--- config.mk ---
export PLATFORM = sky130hd
export DESIGN_NAME = serial_adder_flat
export DESIGN_NICKNAME = d
export VERILOG_FILES = /design/src/rtl/serial_adder_pkg.sv /design/src/rtl/serial_adder_if.sv /design/src/rtl/serial_adder_fa.sv /design/src/rtl/serial_adder.sv /design/src/flat_wrapper.sv
export SDC_FILE = /design/constraint.sdc
export NUM_CORES = 1
export LEC_CHECK = 0
export ABC_AREA = 0
export BUFFER_PORTS_ARGS = -buffer_cell sky130_fd_sc_hd__buf_2
export CORE_ASPECT_RATIO = 1.25
export CORE_MARGIN = 3
export CORE_UTILIZATION = 42
export CTS_CLUSTER_SIZE = 8
export DETAILED_ROUTE_END_ITERATION = 10
export PLACE_DENSITY = 0.71
export SLEW_MARGIN = 20
export SYNTH_ARGS = -nofsm -noshare
export SYNTH_HDL_FRONTEND = slang
export SYNTH_SLANG_ARGS = --single-unit
--- constraint.sdc ---
create_clock -name clk -period 1.6 [get_ports clk]
set_input_delay 0.08 -clock clk [delete_from_list [all_inputs] [get_ports clk]]
set_output_delay 0.08 -clock clk [all_outputs]
set_load 0.05 [all_outputs]
--- src/rtl/serial_adder_pkg.sv ---
// Shared definitions for the bit-serial adder/subtractor: FSM state
// encodings and the default operand width.
package serial_adder_pkg;

    localparam int DEFAULT_WIDTH = 8;

    typedef enum logic [1:0] {
        IDLE  = 2'd0,
        SHIFT = 2'd1,
        DONE  = 2'd2
    } state_t;

endpackage : serial_adder_pkg

--- src/rtl/serial_adder_if.sv ---
// Operand/result handshake bundle for serial_adder.
// master: operand source + result consumer; slave: the adder itself.
// The overflow signal exists only when SERIAL_ADDER_OVERFLOW_EN is defined.
interface serial_adder_if
    import serial_adder_pkg::*;
#(
    parameter int WIDTH = DEFAULT_WIDTH
);
    logic             in_valid;
    logic             in_ready;
    logic [WIDTH-1:0] a;
    logic [WIDTH-1:0] b;
    logic             sub;
    logic             out_valid;
    logic             out_ready;
    logic [WIDTH-1:0] sum;
    logic             carry_out;
    logic             busy;
`ifdef SERIAL_ADDER_OVERFLOW_EN
    logic             overflow;

    modport master (
        output in_valid, a, b, sub, out_ready,
        input  in_ready, out_valid, sum, carry_out, busy, overflow
    );

    modport slave (
        input  in_valid, a, b, sub, out_ready,
        output in_ready, out_valid, sum, carry_out, busy, overflow
    );
`else
    modport master (
        output in_valid, a, b, sub, out_ready,
        input  in_ready, out_valid, sum, carry_out, busy
    );

    modport slave (
        input  in_valid, a, b, sub, out_ready,
        output in_ready, out_valid, sum, carry_out, busy
    );
`endif

endinterface : serial_adder_if

--- src/rtl/serial_adder_fa.sv ---
// One-bit full-adder cell: the per-bit combinational stage of the
// serial adder.
module serial_adder_fa (
    input  logic a,
    input  logic b,
    input  logic cin,
    output logic sum,
    output logic carry
);

    assign sum   = a ^ b ^ cin;
    assign carry = (a & b) | (a & cin) | (b & cin);

endmodule : serial_adder_fa

--- src/rtl/serial_adder.sv ---
// Bit-serial adder/subtractor. Operands are accepted in IDLE, processed
// LSB-first one bit per clock in SHIFT, and the result is held in DONE
// until the consumer takes it.
// Optional feature macro: SERIAL_ADDER_OVERFLOW_EN (signed overflow output).
module serial_adder
    import serial_adder_pkg::*;
#(
    parameter int WIDTH = DEFAULT_WIDTH
) (
    input  logic           clk,
    input  logic           rst,
    serial_adder_if.slave  bus
);

    localparam int                CNT_W    = (WIDTH > 1) ? $clog2(WIDTH) : 1;
    localparam logic [CNT_W-1:0]  LAST_CNT = CNT_W'(WIDTH - 1);

    state_t           state_r;
    logic [WIDTH-1:0] op_a_r;
    logic [WIDTH-1:0] op_b_r;
    logic [WIDTH-1:0] sum_r;
    logic [CNT_W-1:0] cnt_r;
    logic             carry_r;
    logic             carry_out_r;
    logic             in_ready_r;
    logic             out_valid_r;
    logic             busy_r;
    logic             fa_sum_s;
    logic             fa_carry_s;
`ifdef SERIAL_ADDER_OVERFLOW_EN
    logic             overflow_r;
`endif

    serial_adder_fa u_fa (
        .a     (op_a_r[0]),
        .b     (op_b_r[0]),
        .cin   (carry_r),
        .sum   (fa_sum_s),
        .carry (fa_carry_s)
    );

    // Sequencing FSM plus all datapath registers and registered outputs.
    always_ff @(posedge clk) begin
        if (rst) begin
            state_r     <= IDLE;
            op_a_r      <= '0;
            op_b_r      <= '0;
            sum_r       <= '0;
            cnt_r       <= '0;
            carry_r     <= 1'b0;
            carry_out_r <= 1'b0;
            in_ready_r  <= 1'b1;
            out_valid_r <= 1'b0;
            busy_r      <= 1'b0;
`ifdef SERIAL_ADDER_OVERFLOW_EN
            overflow_r  <= 1'b0;
`endif
        end else begin
            case (state_r)
                IDLE: begin
                    if (bus.in_valid && in_ready_r) begin
                        // Subtraction is A + ~B + 1: invert B, seed carry with 1.
                        op_a_r     <= bus.a;
                        op_b_r     <= bus.sub ? ~bus.b : bus.b;
                        carry_r    <= bus.sub;
                        cnt_r      <= '0;
                        in_ready_r <= 1'b0;
                        busy_r     <= 1'b1;
                        state_r    <= SHIFT;
                    end else begin
                        state_r    <= IDLE;
                    end
                end
                SHIFT: begin
                    op_a_r  <= op_a_r >> 1;
                    op_b_r  <= op_b_r >> 1;
                    sum_r   <= (sum_r >> 1) | (WIDTH'(fa_sum_s) << (WIDTH - 1));
                    carry_r <= fa_carry_s;
                    if (cnt_r == LAST_CNT) begin
                        carry_out_r <= fa_carry_s;
`ifdef SERIAL_ADDER_OVERFLOW_EN
                        // Carry into the MSB is carry_r; carry out of it is fa_carry_s.
                        overflow_r  <= carry_r ^ fa_carry_s;
`endif
                        out_valid_r <= 1'b1;
                        state_r     <= DONE;
                    end else begin
                        cnt_r       <= cnt_r + CNT_W'(1);
                        state_r     <= SHIFT;
                    end
                end
                DONE: begin
                    if (bus.out_ready) begin
                        out_valid_r <= 1'b0;
                        in_ready_r  <= 1'b1;
                        busy_r      <= 1'b0;
                        state_r     <= IDLE;
                    end else begin
                        state_r     <= DONE;
                    end
                end
                default: begin
                    out_valid_r <= 1'b0;
                    in_ready_r  <= 1'b1;
                    busy_r      <= 1'b0;
                    state_r     <= IDLE;
                end
            endcase
        end
    end

    assign bus.in_ready  = in_ready_r;
    assign bus.out_valid = out_valid_r;
    assign bus.sum       = sum_r;
    assign bus.carry_out = carry_out_r;
    assign bus.busy      = busy_r;
`ifdef SERIAL_ADDER_OVERFLOW_EN
    assign bus.overflow  = overflow_r;
`endif

endmodule : serial_adder
--- src/flat_wrapper.sv ---
// flat-port wrapper written by rule: the top's interface ports become plain ports
module serial_adder_flat import serial_adder_pkg::*;
#(
    parameter int WIDTH = DEFAULT_WIDTH
)
  (clk, rst, bus_in_valid, bus_a, bus_b, bus_sub, bus_out_ready, bus_in_ready, bus_out_valid, bus_sum, bus_carry_out, bus_busy);
  serial_adder_if #(.WIDTH(WIDTH)) bus_i ();
  input  logic clk;
  input  logic rst;
  input wire logic [$bits(bus_i.in_valid)-1:0] bus_in_valid;
  input wire logic [$bits(bus_i.a)-1:0] bus_a;
  input wire logic [$bits(bus_i.b)-1:0] bus_b;
  input wire logic [$bits(bus_i.sub)-1:0] bus_sub;
  input wire logic [$bits(bus_i.out_ready)-1:0] bus_out_ready;
  output wire logic [$bits(bus_i.in_ready)-1:0] bus_in_ready;
  output wire logic [$bits(bus_i.out_valid)-1:0] bus_out_valid;
  output wire logic [$bits(bus_i.sum)-1:0] bus_sum;
  output wire logic [$bits(bus_i.carry_out)-1:0] bus_carry_out;
  output wire logic [$bits(bus_i.busy)-1:0] bus_busy;
  assign bus_i.in_valid = bus_in_valid;
  assign bus_i.a = bus_a;
  assign bus_i.b = bus_b;
  assign bus_i.sub = bus_sub;
  assign bus_i.out_ready = bus_out_ready;
  assign bus_in_ready = bus_i.in_ready;
  assign bus_out_valid = bus_i.out_valid;
  assign bus_sum = bus_i.sum;
  assign bus_carry_out = bus_i.carry_out;
  assign bus_busy = bus_i.busy;
  serial_adder #(.WIDTH(WIDTH)) u_core (.clk(clk), .rst(rst), .bus(bus_i));
endmodule
==> run summary, run 1 <==
final hold violation count: 0
CP Class: reg -> reg
RR Endpoint: u_core.cnt_r[2]$_SDFFE_PP0P_
M2 GR Usage: 23.44%
r2r worst-path depth: 5
final WL: 2.967 mm
initial antenna violation count: 0
clk buf depth: 2
row cnt: 24
grt met3 use: 4.167%
share of cells above drive strength 1: 26.40%
synthesis-stage register bit count: 34
leak pwr: 0.7597 nW
worst ir drop on vdd: 0.6965 mV
post-synth top area share: 43.69%
Core ar.: 3513 um2
DP Area: 1685 um2
part of the cycle the worst path needs: 89.31%
Die Height: 74.09 um
Die ar.: 4480 um2
flop2flop setup slack: 0.17 ns
FF-to-FF Start: u_core.cnt_r[0]$_SDFFE_PP0P_
Post-CTS Setup Repair Bufs: 0
fillers: 345
GP Congestion: 0.7679
GR peak layer: met2
Critical Path RT: 1.74 ns
Num Clock Sinks: 34
initial DRC count: 67
top cells by area, synth: dfxtp_1, a21oi_1, mux2i_1
Ports: 33
clock-pin slew on the worst setup and hold paths: 0.07 ns
Synth Net Count: 191
prevailing post-synth register cell: dfxtp_1
# nets final: 220
vias in the first global route: 1164
unrepaired setup endpoints after global routing: no
Hold Crit Class: in -> reg
Mapped Cells: 167
min cycle time layout: 1.429 ns
post-route clock skew: 0.003132 ns
first-pass GRT wire length: 4.974 mm
sequential area share after synthesis: 43.69%
Port Buf Inserts: 32
Syn-to-layout area delta: 14.46%
worst-skew pair later-pin latency: 0.28 ns
maxcap violations: 0
Final Slew Violations: 0
Wirelength per Cell: 12.57 um
post-CTS sizing: 0
Finished Cell Area: 1783 um2
Root Driver: clkbuf_8
Antenna Violating Nets Remaining: 0
CP startpoint: u_core.cnt_r[0]$_SDFFE_PP0P_
Initial Util: 44.34%
average size of a mapped cell: 9.328 um2
total grt overflow: 0
arrival time at the worst endpoint: 1.57 ns
Synth cell types: 31
Yosys warning total: 0
setup TNS: 0 ns
Post-Syn Area: 1558 um2
final setup fails: 0
Hold Slack: 0.04815 ns
fmax: 699.8 MHz
drt pass-1 iters: 4
post-DR vias/cell: 5.339
crit path capture type: flip-flop
met1 usage: 18.14%
largest net degree at the start of global routing: 35
hold path cells: 3
CTS buffer count: 5
relative slew slack: 59.97%
Worst setup SP type: flip-flop
placed instance count: 228
Cell Pwr Density: 1045 nW/um2
DR vias: 1260
CTS tree: yes
post-synth top area cell: dfxtp_1
CTS H-tree depth: 2
Remaining DRCs: 0
final std cells w/o fill: 236
EDFF count, synth: 0
CP endpoint: u_core.cnt_r[2]$_SDFFE_PP0P_
Util after Layout: 50.75%
CP max FO: 4
die span in x: 60.47 um
status: finished, final reports clean
CTS Hold Buffers Added: 0
Global Route Usage Sum: 14.59%
DP HPWL: 2.111 mm
Antenna diodes: 0
ys async rst share: 0%
Worst-Margin Slew: 0.6004 ns
-- critical path, stage by stage (launching register included) --
cell and delay (ns):
dfxtp_1 0.32, ha_1 0.19, ha_1 0.21, or3b_4 0.40
nand3_1 0.10, a21oi_1 0.07
-- through the flow --
stage | power, mW | setup WS (ns)
floorplan | 1.189 | 0.1382
global placement | 1.235 | 0.1136
detailed placement | 1.242 | 0.06506
CTS | 1.886 | 0.05496
global route | 1.971 | 0.08391
finish | 1.863 | 0.1710
-- sequential cells by signal (all words and copies together), names as in the netlist --
| name | flops |
|---|---|
| u_core.bus.sum | 8 |
| u_core.op_a_r | 8 |
| u_core.op_b_r | 8 |
| u_core.cnt_r | 3 |
| u_core.state_r | 2 |
| u_core.bus.busy | 1 |
| u_core.bus.carry_out | 1 |
| u_core.bus.in_ready | 1 |
| u_core.bus.out_valid | 1 |
| u_core.carry_r | 1 |
-- layout by cell type, fill, tap and decap left out, drive strengths merged, types with 2 or more instances in the layout --
cell / count
a22oi: 8
nand3: 3
dfxtp: 34
ha: 2
a311oi: 8
nand2: 21
clkbuf: 6
a21oi: 33
inv: 2
mux2i: 9
nand2b: 2
buf: 36
xor2: 8
nor2: 3
o21ai: 10
-- logic make-up after synthesis --
logic type      after synthesis  share of synthesized area [%]
flops                        34                          43.69
buf+inv                      16                          7.630
compound gates               60                          22.73
fa+ha+maj                     3                          2.891
xor+xnor                      8                          4.498
mux                           9                          5.783
simple gates                 37                          12.77
-- power breakdown --
part	switching (mW)	internal, mW	leakage, nW
Sequential	0.0383	0.902	0.278
Combinational	0.162	0.119	0.434
Clock	0.296	0.345	0.0472
Total	0.497	1.37	0.760
-- layout make-up --
type | count | area, um2 | area share, %
Clock buffer | 6 | 82.58 | 4.632
Multi-Input combinational cell | 117 | 760.7 | 42.67
Sequential cell | 34 | 680.7 | 38.18
Clock inverter | 2 | 12.51 | 0.7018
Tap cell | 39 | 48.80 | 2.737
Inverter | 2 | 7.507 | 0.4211
Timing Repair Buffer | 36 | 190.2 | 10.67
-- synth_stat cells (all sizes together), types with 2 or more instances --
cell	number
dfxtp	34
a21oi	33
nand2	21
o21ai	10
mux2i	9
a22oi	8
a311oi	8
buf	8
xor2	8
clkbuf	6
nand3	3
nor2	3
ha	2
inv	2
nand2b	2
-- per-layer routing --
layer  up-vias  share of wire (%)
li1        653                  -
met1       569                 44
met2        31                 48
met3         7                6.0
met4         0                1.7
met5         -                  0
-- worst min-delay path by stage --
stage	start	endpoint	slack (ns)
after floorplan	bus_a[7]	u_core.op_a_r[7]$_SDFFE_PP0P_	0.22
after global placement	bus_a[7]	u_core.op_a_r[7]$_SDFFE_PP0P_	0.35
after detailed placement	bus_a[7]	u_core.op_a_r[7]$_SDFFE_PP0P_	0.34
after CTS	bus_a[7]	u_core.op_a_r[7]$_SDFFE_PP0P_	0.04
after global routing	bus_a[7]	u_core.op_a_r[7]$_SDFFE_PP0P_	0.04
final	bus_a[7]	u_core.op_a_r[7]$_SDFFE_PP0P_	0.05
Note: power is estimated with default switching activity, not from simulation.
==> run 2, diff against run 1 <==
--- a/config.mk
+++ b/config.mk
@@ -7,7 +7,6 @@
 export LEC_CHECK = 0
 export ABC_AREA = 0
 export BUFFER_PORTS_ARGS = -buffer_cell sky130_fd_sc_hd__buf_2
-export CORE_ASPECT_RATIO = 1.25
 export CORE_MARGIN = 3
 export CORE_UTILIZATION = 42
 export CTS_CLUSTER_SIZE = 8
==> run summary, run 2 (synthesis gave the netlist of run 1 again) <==
most frequent cells in the layout: dfxtp_1, a21oi_1, buf_2
Ports: 33 (unchanged)
Final Slew Violations: 0 (unchanged)
post-route clock skew: 0.006802 ns (+0.003670 ns)
Antenna diodes: 0 (unchanged)
final setup fails: 0 (unchanged)
Global Route Usage Sum: 14.71% (+0.12 points)
status: finished, final reports clean
Remaining DRCs: 0 (unchanged)
DP HPWL: 2.084 mm (-1.3%)
worst-skew pair later-pin latency: 0.28 ns (about the same)
max incr delay on CP: 0.49 ns (+0.09 ns)
first-pass GRT wire length: 4.892 mm (-1.6%)
min cycle time layout: 1.514 ns (+0.08456 ns)
total power: 2.001 mW (+7.4%)
initial DRC count: 72 (+7.5%)
Worst-Margin Slew: 0.6313 ns (+0.03090 ns)
CP max FO: 4 (unchanged)
largest net degree at the start of global routing: 35 (unchanged)
Post-CTS Setup Repair Bufs: 0 (unchanged)
initial antenna violation count: 0 (unchanged)
clock-pin slew on the worst setup and hold paths: 0.07 ns (about the same)
most common cell after layout, fill and taps aside: dfxtp_1
crit-path most repeated cell: ha_1
GP Congestion: 0.7535 (-1.9%)
final WL: 3.089 mm (+4.1%)
Die Height: 66.90 um (-9.7%)
Hold Slack: 0.04630 ns (-0.001853 ns)
arrival time at the worst endpoint: 1.65 ns (+0.08 ns)
Wirelength per Cell: 12.71 um (+1.1%)
share of cells above drive strength 1: 26.40% (unchanged)
relative slew slack: 57.91% (-2.1 points)
post-CTS sizing: 0 (unchanged)
DR vias: 1267 (+0.56%)
leak pwr: 0.7734 nW (+1.8%)
die span in x: 66.90 um (+11%)
maxcap violations: 0 (unchanged)
CTS tree: yes
Cell Pwr Density: 1103 nW/um2 (+5.6%)
CP max-delay cell: or3b_2
Port Buf Inserts: 32 (unchanged)
setup TNS: 0 ns (unchanged)
CTS Hold Buffers Added: 0 (unchanged)
total grt overflow: 0 (unchanged)
worst ir drop on vdd: 0.8875 mV (+27%)
vias in the first global route: 1126 (-3.3%)
final hold violation count: 0 (unchanged)
CP Class: reg -> reg
row cnt: 21 (-13%)
Initial Util: 45.26% (+0.92 points)
Syn-to-layout area delta: 16.47%
Die ar.: 4476 um2 (-0.10%)
CTS buffer count: 5 (unchanged)
Num Clock Sinks: 34 (unchanged)
Hold Crit Class: in -> reg
Util after Layout: 52.71% (+2.0 points)
# nets final: 221 (+0.45%)
Antenna Violating Nets Remaining: 0 (unchanged)
worst path cell trace: ha_1 -> ha_1 -> or3b_2 -> nand3_1 -> a21oi_1
Largest delay share family, worst path: simple AND/OR/NAND/NOR gates
clk buf depth: 2 (unchanged)
flop2flop setup slack: 0.09 ns (-0.08 ns)
CTS H-tree depth: 2 (unchanged)
drt pass-1 iters: 4 (unchanged)
Buf/Inv on CP: 0 (unchanged)
Worst setup SP type: flip-flop
part of the cycle the worst path needs: 94.60% (+5.3 points)
crit path capture type: flip-flop
Root Driver: clkbuf_8
Critical Path RT: 1.74 ns (about the same)
fmax: 660.7 MHz (-5.6%)
unrepaired setup endpoints after global routing: no
post-DR vias/cell: 5.214 (-2.3%)
Core ar.: 3442 um2 (-2.0%)
## run 2: cell count changes in the layout (fill, tap and decap cells not counted)
cell / delta
buf_4: +1
clkinvlp_4: -1
or3b_4: -1
clkinv_2: -1
bufinv_16: +1
or3b_2: +1
## run 2: worst reg2reg max path, stage by stage (launching register included)
cell and delay (ns):
dfxtp_1 0.32, ha_1 0.19, ha_1 0.20, or3b_2 0.50, nand3_1 0.11, a21oi_1 0.06
## run 2: path summary, 6_finish.rpt
path                                                     start  depth (start not counted)                              to
worst max-delay path              u_core.cnt_r[0]$_SDFFE_PP0P_                          5    u_core.cnt_r[1]$_SDFFE_PP0P_
worst min-delay path                                  bus_a[7]                          3   u_core.op_a_r[7]$_SDFFE_PP0P_
worst max register to register    u_core.cnt_r[0]$_SDFFE_PP0P_                          5    u_core.cnt_r[1]$_SDFFE_PP0P_
worst min register to register  u_core.bus.sum[0]$_SDFFE_PP0P_                          2  u_core.bus.sum[0]$_SDFFE_PP0P_
## run 2: metal layers
layer	global-route usage, %	routed length (um)	part of all wire [%]
met5	0	0	0
met1	18.74	1526	49
met3	4.722	177	5.7
met4	7.595	14	0.45
met2	22.03	1370	44
## run 2: area by class of cell
type	instances	area, um2
Fill cell	320	1628
Clock buffer	6	82.58
Inverter	2	7.507
Tap cell	46	57.56
Multi-Input combinational cell	117	758.2
Sequential cell	34	680.7
Clock inverter	1	30.03
Timing Repair Buffer	37	197.7
## run 2: through the flow
| step | setup slack, ns | instance area (um2) | std cells |
|---|---|---|---|
| after floorplan | 0.1382 | 1558 | 167 |
| after global placement | 0.1054 | 1702 | 236 |
| after detailed placement | 0.08849 | 1702 | 236 |
| after CTS | 0.08630 | 1814 | 243 |
| after global routing | 0.01327 | 1814 | 243 |
| final | 0.08644 | 1814 | 243 |
## run 2: power breakdown
part	internal (mW)	switching (mW)	total, mW
Clock	0.498	0.281	0.779
Combinational	0.118	0.165	0.283
Sequential	0.902	0.0377	0.939
==> run 3, diff against run 2 <==
--- a/config.mk
+++ b/config.mk
@@ -15,4 +15,5 @@
 export SLEW_MARGIN = 20
 export SYNTH_ARGS = -nofsm -noshare
 export SYNTH_HDL_FRONTEND = slang
+export SYNTH_HIERARCHICAL = 1
 export SYNTH_SLANG_ARGS = --single-unit
==> run summary, run 3 <==
status: finished, final reports clean
Antenna Violating Nets Remaining: 0 (unchanged)
most frequent cells in the layout: nand2_1, dfxtp_1, buf_2
sequential area share after synthesis: 42.77% (-0.93 points)
Cell Pwr Density: 1099 nW/um2 (-0.41%)
clk buf depth: 2 (unchanged)
CTS tree: yes
first-pass GRT wire length: 5.437 mm (+11%)
Global Route Usage Sum: 16.13% (+1.4 points)
Die ar.: 4564 um2 (+2.0%)
average size of a mapped cell: 8.650 um2 (-7.3%)
Yosys warning total: 6 (+6)
sequential power share: 45.3% (-1.6 points)
flop2flop setup slack: 0.18 ns (+0.10 ns)
CTS buffer count: 5 (unchanged)
CP max FO: 13 (+9)
Synth cell types: 34 (+9.7%)
Comb pwr share: 16.6% (+2.5 points)
Wirelength per Cell: 12.61 um (-0.78%)
Num Clock Sinks: 34 (unchanged)
arrival time at the worst endpoint: 1.62 ns (-0.03 ns)
post-route clock skew: 0.008473 ns (+0.001671 ns)
Core ar.: 3495 um2 (+1.5%)
part of the cycle the worst path needs: 88.64% (-6.0 points)
maxcap violations: 0 (unchanged)
commonest cells in the netlist: nand2_1, dfxtp_1, a21oi_1
placed instance count: 256 (+8.5%)
GP Congestion: 0.7593 (+0.77%)
Adder-Cell Fraction of Synth Area: 2.830% (-0.061 points)
post-synth top area cell: dfxtp_1
Final Slew Violations: 0 (unchanged)
clock-pin slew on the worst setup and hold paths: 0.07 ns (about the same)
leak pwr: 0.7969 nW (+3.0%)
Hold Crit Class: in -> reg
Post-CTS Setup Repair Bufs: 0 (unchanged)
Worst setup SP type: flip-flop
DP HPWL: 2.297 mm (+10%)
Die Height: 67.56 um (+0.98%)
die span in x: 67.56 um (+0.98%)
worst path cell trace: or3_1 -> o32ai_2
CTS Hold Buffers Added: 0 (unchanged)
post-CTS sizing: 0 (unchanged)
post-DR vias/cell: 5.065 (-2.9%)
Syn-to-layout area delta: 19.58%
Mapped Cells: 184 (+10%)
Initial Util: 45.54% (+0.29 points)
Root Driver: clkbuf_8
drt pass-1 iters: 4 (unchanged)
CP max-delay cell: or3_1
initial antenna violation count: 0 (unchanged)
post-synth top area share: 42.77% (-0.93 points)
Hold Slack: 0.03400 ns (-0.01229 ns)
final WL: 3.317 mm (+7.4%)
Clock Power Share: 38.0% (-0.9 points)
Ports: 33 (unchanged)
fmax: 705.1 MHz (+6.7%)
P_int: 1.552 mW (+2.3%)
min cycle time layout: 1.418 ns (-0.09527 ns)
worst ir drop on vdd: 0.4898 mV (-45%)
prevailing post-synth register cell: dfxtp_1
Critical Path RT: 1.80 ns (+0.06 ns)
worst-skew pair later-pin latency: 0.29 ns (about the same)
compound-gate portion of the synthesized area: 22.01% (-0.72 points)
relative slew slack: 72.80% (+15 points)
unrepaired setup endpoints after global routing: no
setup TNS: 0 ns (unchanged)
most common cell after layout, fill and taps aside: nand2_1
largest family of logic cells by synthesized area: simple AND/OR/NAND/NOR gates
synthesis-stage register bit count: 34 (unchanged)
EDFF count, synth: 0 (unchanged)
top cells by area, synth: dfxtp_1, nand2_1, a21oi_1
XOR/XNOR Fraction of Synth Area: 4.403% (-0.095 points)
share of cells above drive strength 1: 27.19% (+0.79 points)
CTS H-tree depth: 2 (unchanged)
Worst-Margin Slew: 0.4080 ns (-0.2234 ns)
final std cells w/o fill: 263 (+8.2%)
DR vias: 1332 (+5.1%)
Remaining DRCs: 0 (unchanged)
final hold violation count: 0 (unchanged)
Antenna diodes: 0 (unchanged)
max incr delay on CP: 0.59 ns (+0.10 ns)
Psw: 0.5393 mW (+11%)
fillers: 337 (+5.3%)
initial DRC count: 132 (+83%)
row cnt: 21 (unchanged)
vias in the first global route: 1207 (+7.2%)
Synth Net Count: 208 (+8.9%)
ys async rst share: 0% (unchanged)
total grt overflow: 0 (unchanged)
Post-Syn Area: 1592 um2 (+2.2%)
largest net degree at the start of global routing: 24 (-31%)
crit path capture type: flip-flop
Port Buf Inserts: 32 (unchanged)
# nets final: 241 (+9.0%)
final setup fails: 0 (unchanged)
sw frac: 25.79% (+1.6 points)
count leader, synth: nand2_1
CP Class: reg -> reg
mux share of post-synthesis cell area: 0.6289% (-5.2 points)
Synth Area in Simple Gates: 22.33% (+9.6 points)
==> run 3: cell count changes in the layout (fill, tap and decap cells not counted), sizes merged, moves of 2 or more <==
cell    delta
mux2i      -8
nor2      +14
o21ai      -4
o32ai      +7
buf        +2
nand2b     +9
a22oi      -8
a21oi     -11
nand2     +16
nand3      -3
==> run 3: path summary, 6_finish.rpt <==
path	start	endpoint	cells past startpoint
max	u_core/state_r[1]$_SDFF_PP0_	u_core/op_b_r[3]$_SDFFE_PP0P_	2
min	bus_a[7]	u_core/op_a_r[7]$_SDFFE_PP0P_	3
max reg2reg	u_core/state_r[1]$_SDFF_PP0_	u_core/op_b_r[3]$_SDFFE_PP0P_	2
min reg2reg	u_core/bus.out_valid$_SDFFE_PP0P_	u_core/bus.out_valid$_SDFFE_PP0P_	2
==> run 3: cell type report <==
cell class,count,area (um2),share of cell area (%)
timing repair buffer,39,212.7,11.18
sequential,34,681.9,35.83
clock inverter,1,30.03,1.578
inverter,2,7.507,0.3945
multi-input combinational,135,830.8,43.66
clock buffer,6,82.58,4.339
tap,46,57.56,3.024
==> run 3: power by group through the flow <==
stage	Clock (mW)	Combinational [mW]	Sequential (mW)
global route	0.854	0.387	0.955
detailed placement	0	0.349	0.965
finish	0.796	0.348	0.948
CTS	0.816	0.350	0.947
global placement	0	0.345	0.966
floorplan	0	0.238	0.985
==> run 3: metrics by stage <==
stage                     power, mW  worst slack, ns  area, um2  utilization, %
after floorplan               1.223           0.1916       1593               -
after global placement        1.311           0.2190       1790           51.24
after detailed placement      1.314           0.1935       1790           51.24
after CTS                     2.113           0.1765       1903           54.46
after global routing          2.196          0.04745       1903           54.46
final                         2.091           0.1817       1903           54.46
==> run 3: logic make-up (layout without fill, tap and decap cells) <==
logic type / after synthesis / after routing
AND/OR/NAND/NOR: 76 / 76
AO/OA/AOI/OAI: 47 / 47
flip-flops: 34 / 34
buffers and inverters: 15 / 48
XOR/XNOR: 8 / 8
adder cells (fa/ha/maj): 3 / 3
multiplexers: 1 / 1
==> run 3: layer usage <==
layer	part of all wire [%]	global-route usage, %
met1	50	21.68
met2	42	22.96
met3	6.2	5.491
met4	2.3	7.595
met5	0	0
==> run 3: critical path: cells and delay by family (launching register included) <==
family | cells | cell delay, ns
AO/OA/AOI/OAI | 1 | 0.32
AND/OR/NAND/NOR | 1 | 0.59
flip-flops | 1 | 0.41
